### src/rtl/config.sv
// Shared DPLL build configuration: datapath width of the PFD counters and DCO word.
`ifndef DPLL_CONFIG_SV
`define DPLL_CONFIG_SV
`define N_BIT 8
`endif

### src/rtl/dpll_pkg.sv
// Types and limits shared by the DPLL phase detector and loop filter.
`include "config.sv"
package dpll_pkg;
   localparam int N_BIT_CFG = `N_BIT;

   // Largest phase error magnitude the PFD reports on a timeout.
   localparam int SAT_LIM = 2**`N_BIT - 2;

   typedef enum logic [1:0] {
      IDLE = 2'd0,
      ERR  = 2'd1,
      INT  = 2'd2,
      OUT  = 2'd3
   } filt_state_t;
endpackage

### src/rtl/sat_add.sv
// Signed adder saturating symmetrically to +/-(2**(W-1)-1).
module sat_add #(
   parameter int W = 16
) (
   input  logic signed [W-1:0] i_a,
   input  logic signed [W-1:0] i_b,
   output logic signed [W-1:0] o_sum
);
   localparam logic signed [W:0] LIM_P = {2'b00, {(W-1){1'b1}}};
   localparam logic signed [W:0] LIM_N = -LIM_P;

   logic signed [W:0] w_full;

   function automatic logic signed [W-1:0] sat(input logic signed [W:0] v);
      if (v > LIM_P)      return LIM_P[W-1:0];
      else if (v < LIM_N) return LIM_N[W-1:0];
      else                return v[W-1:0];
   endfunction

   assign w_full = {i_a[W-1], i_a} + {i_b[W-1], i_b};
   assign o_sum  = sat(w_full);
endmodule

### src/rtl/loop_filter.sv
// DPLL proportional-integral loop filter: turns each PFD phase measurement
// into a registered DCO control word and tracks lock.
`include "config.sv"
module loop_filter
   import dpll_pkg::*;
#(
   parameter int KP_SHIFT   = 1,
   parameter int KI_SHIFT   = 4,
   parameter int ACC_W      = `N_BIT + 8,
   parameter int CTRL_INIT  = 2**(`N_BIT-1),
   parameter int LOCK_TOL   = 2,
   parameter int LOCK_COUNT = 4
) (
   input  logic              Clock,
   input  logic              nReset,
   input  logic              ready,
   input  logic              timeout,
   input  logic              first_second,
   input  logic [`N_BIT-1:0] diff_1,
   input  logic [`N_BIT-1:0] diff_2,
   output logic [`N_BIT-1:0] ctrl,
   output logic              valid,
   output logic              locked
);
   localparam int NB    = `N_BIT;
   localparam int EW    = NB + 1;
   localparam int SW    = ACC_W + 2;
   localparam int CNT_W = $clog2(LOCK_COUNT + 1);

   localparam logic signed [EW-1:0] E_POS    = EW'(SAT_LIM);
   localparam logic signed [EW-1:0] E_NEG    = -E_POS;
   localparam logic signed [SW-1:0] SUM_INIT = SW'(CTRL_INIT);
   localparam logic signed [SW-1:0] SUM_MAX  = SW'(2**NB - 1);
   localparam logic [EW-1:0]        TOL_E    = EW'(LOCK_TOL);
   localparam logic [CNT_W-1:0]     CNT_MAX  = CNT_W'(LOCK_COUNT);

   filt_state_t              r_state;
   logic                     r_ready_q;
   logic                     r_timeout_q;
   logic signed [EW-1:0]     r_err;
   logic                     r_is_to;
   logic signed [ACC_W-1:0]  r_integ;
   logic signed [SW-1:0]     r_sum;
   logic [NB-1:0]            r_ctrl;
   logic                     r_valid;
   logic                     r_locked;
   logic [CNT_W-1:0]         r_cnt;

   logic                     w_rdy_edge;
   logic                     w_to_edge;
   logic                     w_trig;
   logic signed [EW-1:0]     w_new_e;
   logic signed [ACC_W-1:0]  w_err_ext;
   logic signed [ACC_W-1:0]  w_integ_nxt;
   logic signed [SW-1:0]     w_sum;
   logic [EW-1:0]            w_abs_e;
   logic                     w_in_tol;
   logic [CNT_W-1:0]         w_cnt_nxt;

   function automatic logic [NB-1:0] clamp_ctrl(input logic signed [SW-1:0] s);
      if (s[SW-1])         return '0;
      else if (s > SUM_MAX) return '1;
      else                 return s[NB-1:0];
   endfunction

   assign w_rdy_edge = ready & ~r_ready_q;
   assign w_to_edge  = timeout & ~r_timeout_q;
   assign w_trig     = w_rdy_edge | w_to_edge;

   // Timeout outranks a simultaneous measurement.
   assign w_new_e = w_to_edge ? (first_second ? E_NEG : E_POS)
                              : $signed({1'b0, diff_1}) - $signed({1'b0, diff_2});

   assign w_err_ext = {{(ACC_W-EW){r_err[EW-1]}}, r_err};

   sat_add #(.W(ACC_W)) u_integ_add (
      .i_a   (r_integ),
      .i_b   (w_err_ext),
      .o_sum (w_integ_nxt)
   );

   assign w_sum     = SUM_INIT + SW'(r_err >>> KP_SHIFT) + SW'(r_integ >>> KI_SHIFT);
   assign w_abs_e   = r_err[EW-1] ? -r_err : r_err;
   assign w_in_tol  = (w_abs_e <= TOL_E);
   assign w_cnt_nxt = (r_cnt == CNT_MAX) ? CNT_MAX : r_cnt + 1'b1;

   always_ff @(posedge Clock or negedge nReset) begin
      if (!nReset) begin
         r_state     <= IDLE;
         r_ready_q   <= 1'b0;
         r_timeout_q <= 1'b0;
         r_integ     <= '0;
         r_ctrl      <= NB'(CTRL_INIT);
         r_valid     <= 1'b0;
         r_locked    <= 1'b0;
         r_cnt       <= '0;
      end else begin
         r_ready_q   <= ready;
         r_timeout_q <= timeout;
         r_valid     <= 1'b0;
         case (r_state)
            IDLE: if (w_trig) r_state <= ERR;
            ERR: begin
               r_integ <= w_integ_nxt;
               r_state <= INT;
            end
            INT: r_state <= OUT;
            OUT: begin
               r_ctrl  <= clamp_ctrl(r_sum);
               r_valid <= 1'b1;
               if (r_is_to || !w_in_tol) begin
                  r_cnt    <= '0;
                  r_locked <= 1'b0;
               end else begin
                  r_cnt    <= w_cnt_nxt;
                  r_locked <= (w_cnt_nxt == CNT_MAX);
               end
               r_state <= IDLE;
            end
            default: r_state <= IDLE;
         endcase
      end
   end

   // Datapath holding registers carry no reset; they are always written before use.
   always_ff @(posedge Clock) begin
      if (r_state == IDLE && w_trig) begin
         r_err   <= w_new_e;
         r_is_to <= w_to_edge;
      end
      if (r_state == INT) r_sum <= w_sum;
   end

   assign ctrl   = r_ctrl;
   assign valid  = r_valid;
   assign locked = r_locked;
endmodule

### config.mk
export PLATFORM = sky130hd
export DESIGN_NAME = loop_filter
export DESIGN_NICKNAME = d
export VERILOG_FILES = /design/src/rtl/dpll_pkg.sv /design/src/rtl/sat_add.sv /design/src/rtl/loop_filter.sv
export VERILOG_INCLUDE_DIRS = /design/src /design/src/rtl
export SDC_FILE = /design/constraint.sdc
export NUM_CORES = 1
export LEC_CHECK = 0
export ABC_AREA = 1
export CORE_ASPECT_RATIO = 1.1
export CORE_MARGIN = 3
export CORE_UTILIZATION = 64
export DETAILED_ROUTE_END_ITERATION = 8
export PLACE_DENSITY_LB_ADDON = 0.3
export REMOVE_ABC_BUFFERS = 1
export SLEW_MARGIN = 20
export SYNTH_ARGS = -nofsm -noshare
export SYNTH_HDL_FRONTEND = slang
export SYNTH_SLANG_ARGS = --single-unit
### constraint.sdc
create_clock -name Clock -period 6.1 [get_ports Clock]
set_input_delay 1.22 -clock Clock [delete_from_list [all_inputs] [get_ports Clock]]
set_output_delay 1.22 -clock Clock [all_outputs]
set_load 0.01 [all_outputs]
==> metrics.md <==
| Metric | Value |
|---|---|
| Setup TNS | 0 ns |
| Worst-Margin Slew | 0.770 ns |
| CTS Buffer Depth | 2 |
| Fin util | 75.0% |
| Crit path max fanout | 2 |
| Arrival time at the worst endpoint | 3.38 ns |
| First-pass GRT wire length | 14400 um |
| First drt pass iteration count | 6 |
| Syn. warnings | 0 |
| Post-synth EDFFs | 23 |
| Final Hold Violating Endpoints | 0 |
| Status | complete, no violations |
| CTS Root Cell | clkbuf_8 |
| Type of the worst setup path | input pin to flop |
| Unrepaired setup endpoints after global routing | no |
| Mapped Area | 4230 sq um |
| CTS Buf Count | 5 |
| Netlist cell types | 37 |
| Drt drc | 0 |
| Relative max-transition margin | 47.4% |
| Die area | 7620 sq um |
| Synth Area in Compound Gates | 11.3% |
| Multi-input logic area | 2340 sq um |
| Final period util | 54.3% |
| Post-Synthesis Cells | 528 |
| Hold Buf Count CTS | 0 |
| Top Family by Delay on Critical Path | simple AND/OR/NAND/NOR gates |
| Slowest cell on crit path | clkdlybuf4s50_1 |
| Sequential share of power | 27.0% |
| PwrDens | 551 nW/um^2 |
| Tmin final | 3.31 ns |
| Postcts setup bufs | 0 |
| Critical path buffers and inverters | 3 |
| Final net count | 637 |
| Initial antenna violation count | 0 |
| Starting Density | 67.4% |
| Int Power | 1.34 mW |
| Max frequency | 302 MHz |
| Fillers | 478 |
| Die X | 83.5 um |
| Skew final | 0.0160 ns |
| Multiplexer share of the synthesized area | 0% |
| Iter 0 DRT Violations | 153 |
| Setup violators final | 0 |
| Top cells by area, synth | dfrtp_1 (19%), edfxtp_1 (16%), ha_1 (15%), nand2_1 (11%), inv_1 (7.5%) |
| Pleak | 2.39 nW |
| Slew Limit Fails | 0 |
| Layout cells sized above 1 | 8.20% |
| Core Rows | 30 |
| CTS Sinks | 56 |
| Seq/Total Area, Yosys | 35.9% |
| Largest family of logic cells by synthesized area | simple AND/OR/NAND/NOR gates |
| Comb pwr share | 63.9% |
| Most used cell, CP | nor2_1 |
| I/O Pins | 31 |
| Drt total wl | 8500 um |
| Total GRT Usage | 23.1% |
| Number of global-route vias before repair | 3321 |
| Simple-gate share of the synthesized area | 23.8% |
| Average wire per standard cell | 13.3 um |
| Avg Vias per Cell | 5.49 |
| Antenna cell count | 0 |
| Clock transition at the registers of the reported paths | 0.10 ns |
| P&R area growth vs syn | 11.2% |
| Dpl hpwl | 6810 um |
| Largest net degree at the start of global routing | 34 |
| VDD IR max | 0.000357 V |
| Post-route ant nets | 0 |
| CTS tree | built |
| Switching fraction of total power | 48.1% |
| Core outline area | 6270 sq um |
| Post-synthesis xor/xnor area fraction | 2.66% |
| Share of the synthesized area in the top cell type | 18.9% |
| Resized cells post-CTS | 0 |
| Min-Delay Path Class | flop to flop |
| Via count | 3520 |
| Synth Area in Adders | 17.6% |
| I/O Buffers | 30 |
| GRT overflow | 0 |
| Syn avg cell area | 8.01 sq um |
| Critical Path RT | 6.17 ns |
| CTS H-Tree Depth | 2 |
| Chain of cells forming the critical path | clkdlybuf4s50_1 > inv_1 > ha_1 > fa_1 > nor2_1 > o21ai_0 > nand2_1 > nand2_1 > inv_1 > nor2_1 > nor2_1 > nor2_1 > nor2_1 > o21ai_0 > nand2_1 > a21oi_1 |
| CP Capture Type | flop |
| Die height | 91.2 um |
| Post-synthesis async set-or-reset flop share | 58.9% |
| Worst skew pair latency | 0.32 ns |
| Storage element area | 1520 sq um |
| Routability cong. | 0.890 |
| Clock group share of total power | 9.1% |
| Max-cap viol count | 0 |
| Worst path max stage delay | 0.47 ns |
| CP Launch Type | input pin |
| Post-synth top area cell | dfrtp_1 |
| Switch Pwr | 1.25 mW |
| Top_reg_cell synth | dfrtp_1 |
| Synth Register Bits | 56 |
-- state kept, by name, indices dropped and copies added (netlist names) --
signal	cells
ctrl	8
locked	1
r_cnt	3
r_err	9
r_integ	16
r_is_to	1
r_ready_q	1
r_state	2
r_sum	13
r_timeout_q	1
valid	1
-- stage by stage --
stage / setup WS, ns / instance area (sq um) / total power [mW] / instances / hold slack [ns]
floorplan: 3.19 / 4180 / 1.95 / 522 / 0.449
global placement: 2.63 / 4590 / 2.27 / 633 / 0.455
detailed placement: 2.50 / 4590 / 2.34 / 633 / 0.462
CTS: 2.84 / 4700 / 2.58 / 641 / 0.480
global route: 2.61 / 4700 / 2.84 / 641 / 0.492
finish: 2.79 / 4700 / 2.59 / 641 / 0.478
-- layout by cell type (no fill, tap or decap), drive strengths merged --
cell | Yosys | layout
a2111oi | 2 | 2
a21o | 1 | 1
a21oi | 43 | 43
a41oi | 1 | 1
buf | 2 | 1
clkbuf | 4 | 6
clkdlybuf4s50 | 0 | 30
clkinv | 0 | 1
dfrtp | 32 | 32
dfstp | 1 | 1
edfxtp | 23 | 23
fa | 6 | 6
ha | 50 | 50
inv | 86 | 87
nand2 | 134 | 134
nand3 | 29 | 29
nand3b | 3 | 3
nand4 | 1 | 1
nor2 | 61 | 61
nor3 | 3 | 3
o21a | 1 | 1
o21ai | 20 | 20
o21bai | 4 | 4
o22ai | 2 | 2
o31ai | 4 | 4
or2 | 2 | 2
or4 | 1 | 1
xnor2 | 3 | 3
xor2 | 9 | 9
-- power by group through the flow --
| stage | registers [mW] | logic, mW | clock network [mW] |
|---|---|---|---|
| 2_1_floorplan | 0.692 | 1.25 | 0 |
| 3_3_place_gp | 0.701 | 1.57 | 0 |
| 3_5_place_dp | 0.707 | 1.64 | 0 |
| 4_1_cts | 0.700 | 1.65 | 0.237 |
| 5_1_grt | 0.716 | 1.87 | 0.256 |
| 6_report | 0.700 | 1.65 | 0.235 |
-- synthesized netlist by cell type, drive strengths merged (2+ instances only) --
cell,n
nand2,134
inv,86
nor2,61
ha,50
a21oi,43
dfrtp,32
nand3,29
edfxtp,23
o21ai,20
xor2,9
fa,6
clkbuf,4
o21bai,4
o31ai,4
nand3b,3
nor3,3
xnor2,3
a2111oi,2
buf,2
o22ai,2
or2,2
-- path summary, 6_finish.rpt --
check | slack [ns] | startpoint | cells after the start | endpoint
setup / recovery | 2.79 | diff_1[0] | 16 | r_err[8]$_DFFE_PP_
min in group asynchronous | 1.31 | nReset | 2 | ctrl[3]$_DFFE_PN0P_
hold reg to reg | 0.48 | ctrl[7]$_DFFE_PN1P_ | 2 | ctrl[7]$_DFFE_PN1P_
max in group asynchronous | 4.46 | nReset | 2 | ctrl[7]$_DFFE_PN1P_
setup reg to reg | 3.04 | r_err[8]$_DFFE_PP_ | 12 | r_sum[16]$_DFFE_PP_
hold / removal | 0.48 | ctrl[7]$_DFFE_PN1P_ | 2 | ctrl[7]$_DFFE_PN1P_
-- worst register-to-register path, cell delays in order (launching register included) --
cell      delay (ns)
edfxtp_1        0.61
inv_1           0.27
ha_1            0.47
inv_1           0.11
ha_1            0.36
nand2_1         0.08
o21ai_0         0.16
a21oi_1         0.09
o21ai_0         0.30
a21oi_1         0.11
nor2_1          0.10
nor2_1          0.05
xor2_1          0.14
-- metal layers --
layer | up-vias | track usage [%] | part of all wire, %
met4 | 0 | 6.03 | 1.3
met2 | 92 | 43.1 | 53
met1 | 1642 | 26.9 | 42
met5 | - | 0 | 0
li1 | 1772 | - | -
met3 | 14 | 4.81 | 3.8
-- kinds of logic after synthesis --
logic type	after synthesis
simple gates	234
buf+inv	92
compound gates	78
fa+ha+maj	56
flops	56
xor+xnor	12
-- final cells by class --
class                      instances  area share (%)
sequential                        56            32.3
multi-input combinational        380            49.8
inverter                          86            6.87
tap                               80            2.13
clock buffer                       6            2.00
clock inverter                     2           0.346
timing repair buffer              31            6.55
No activity file was read; power rests on OpenSTA's default activity.
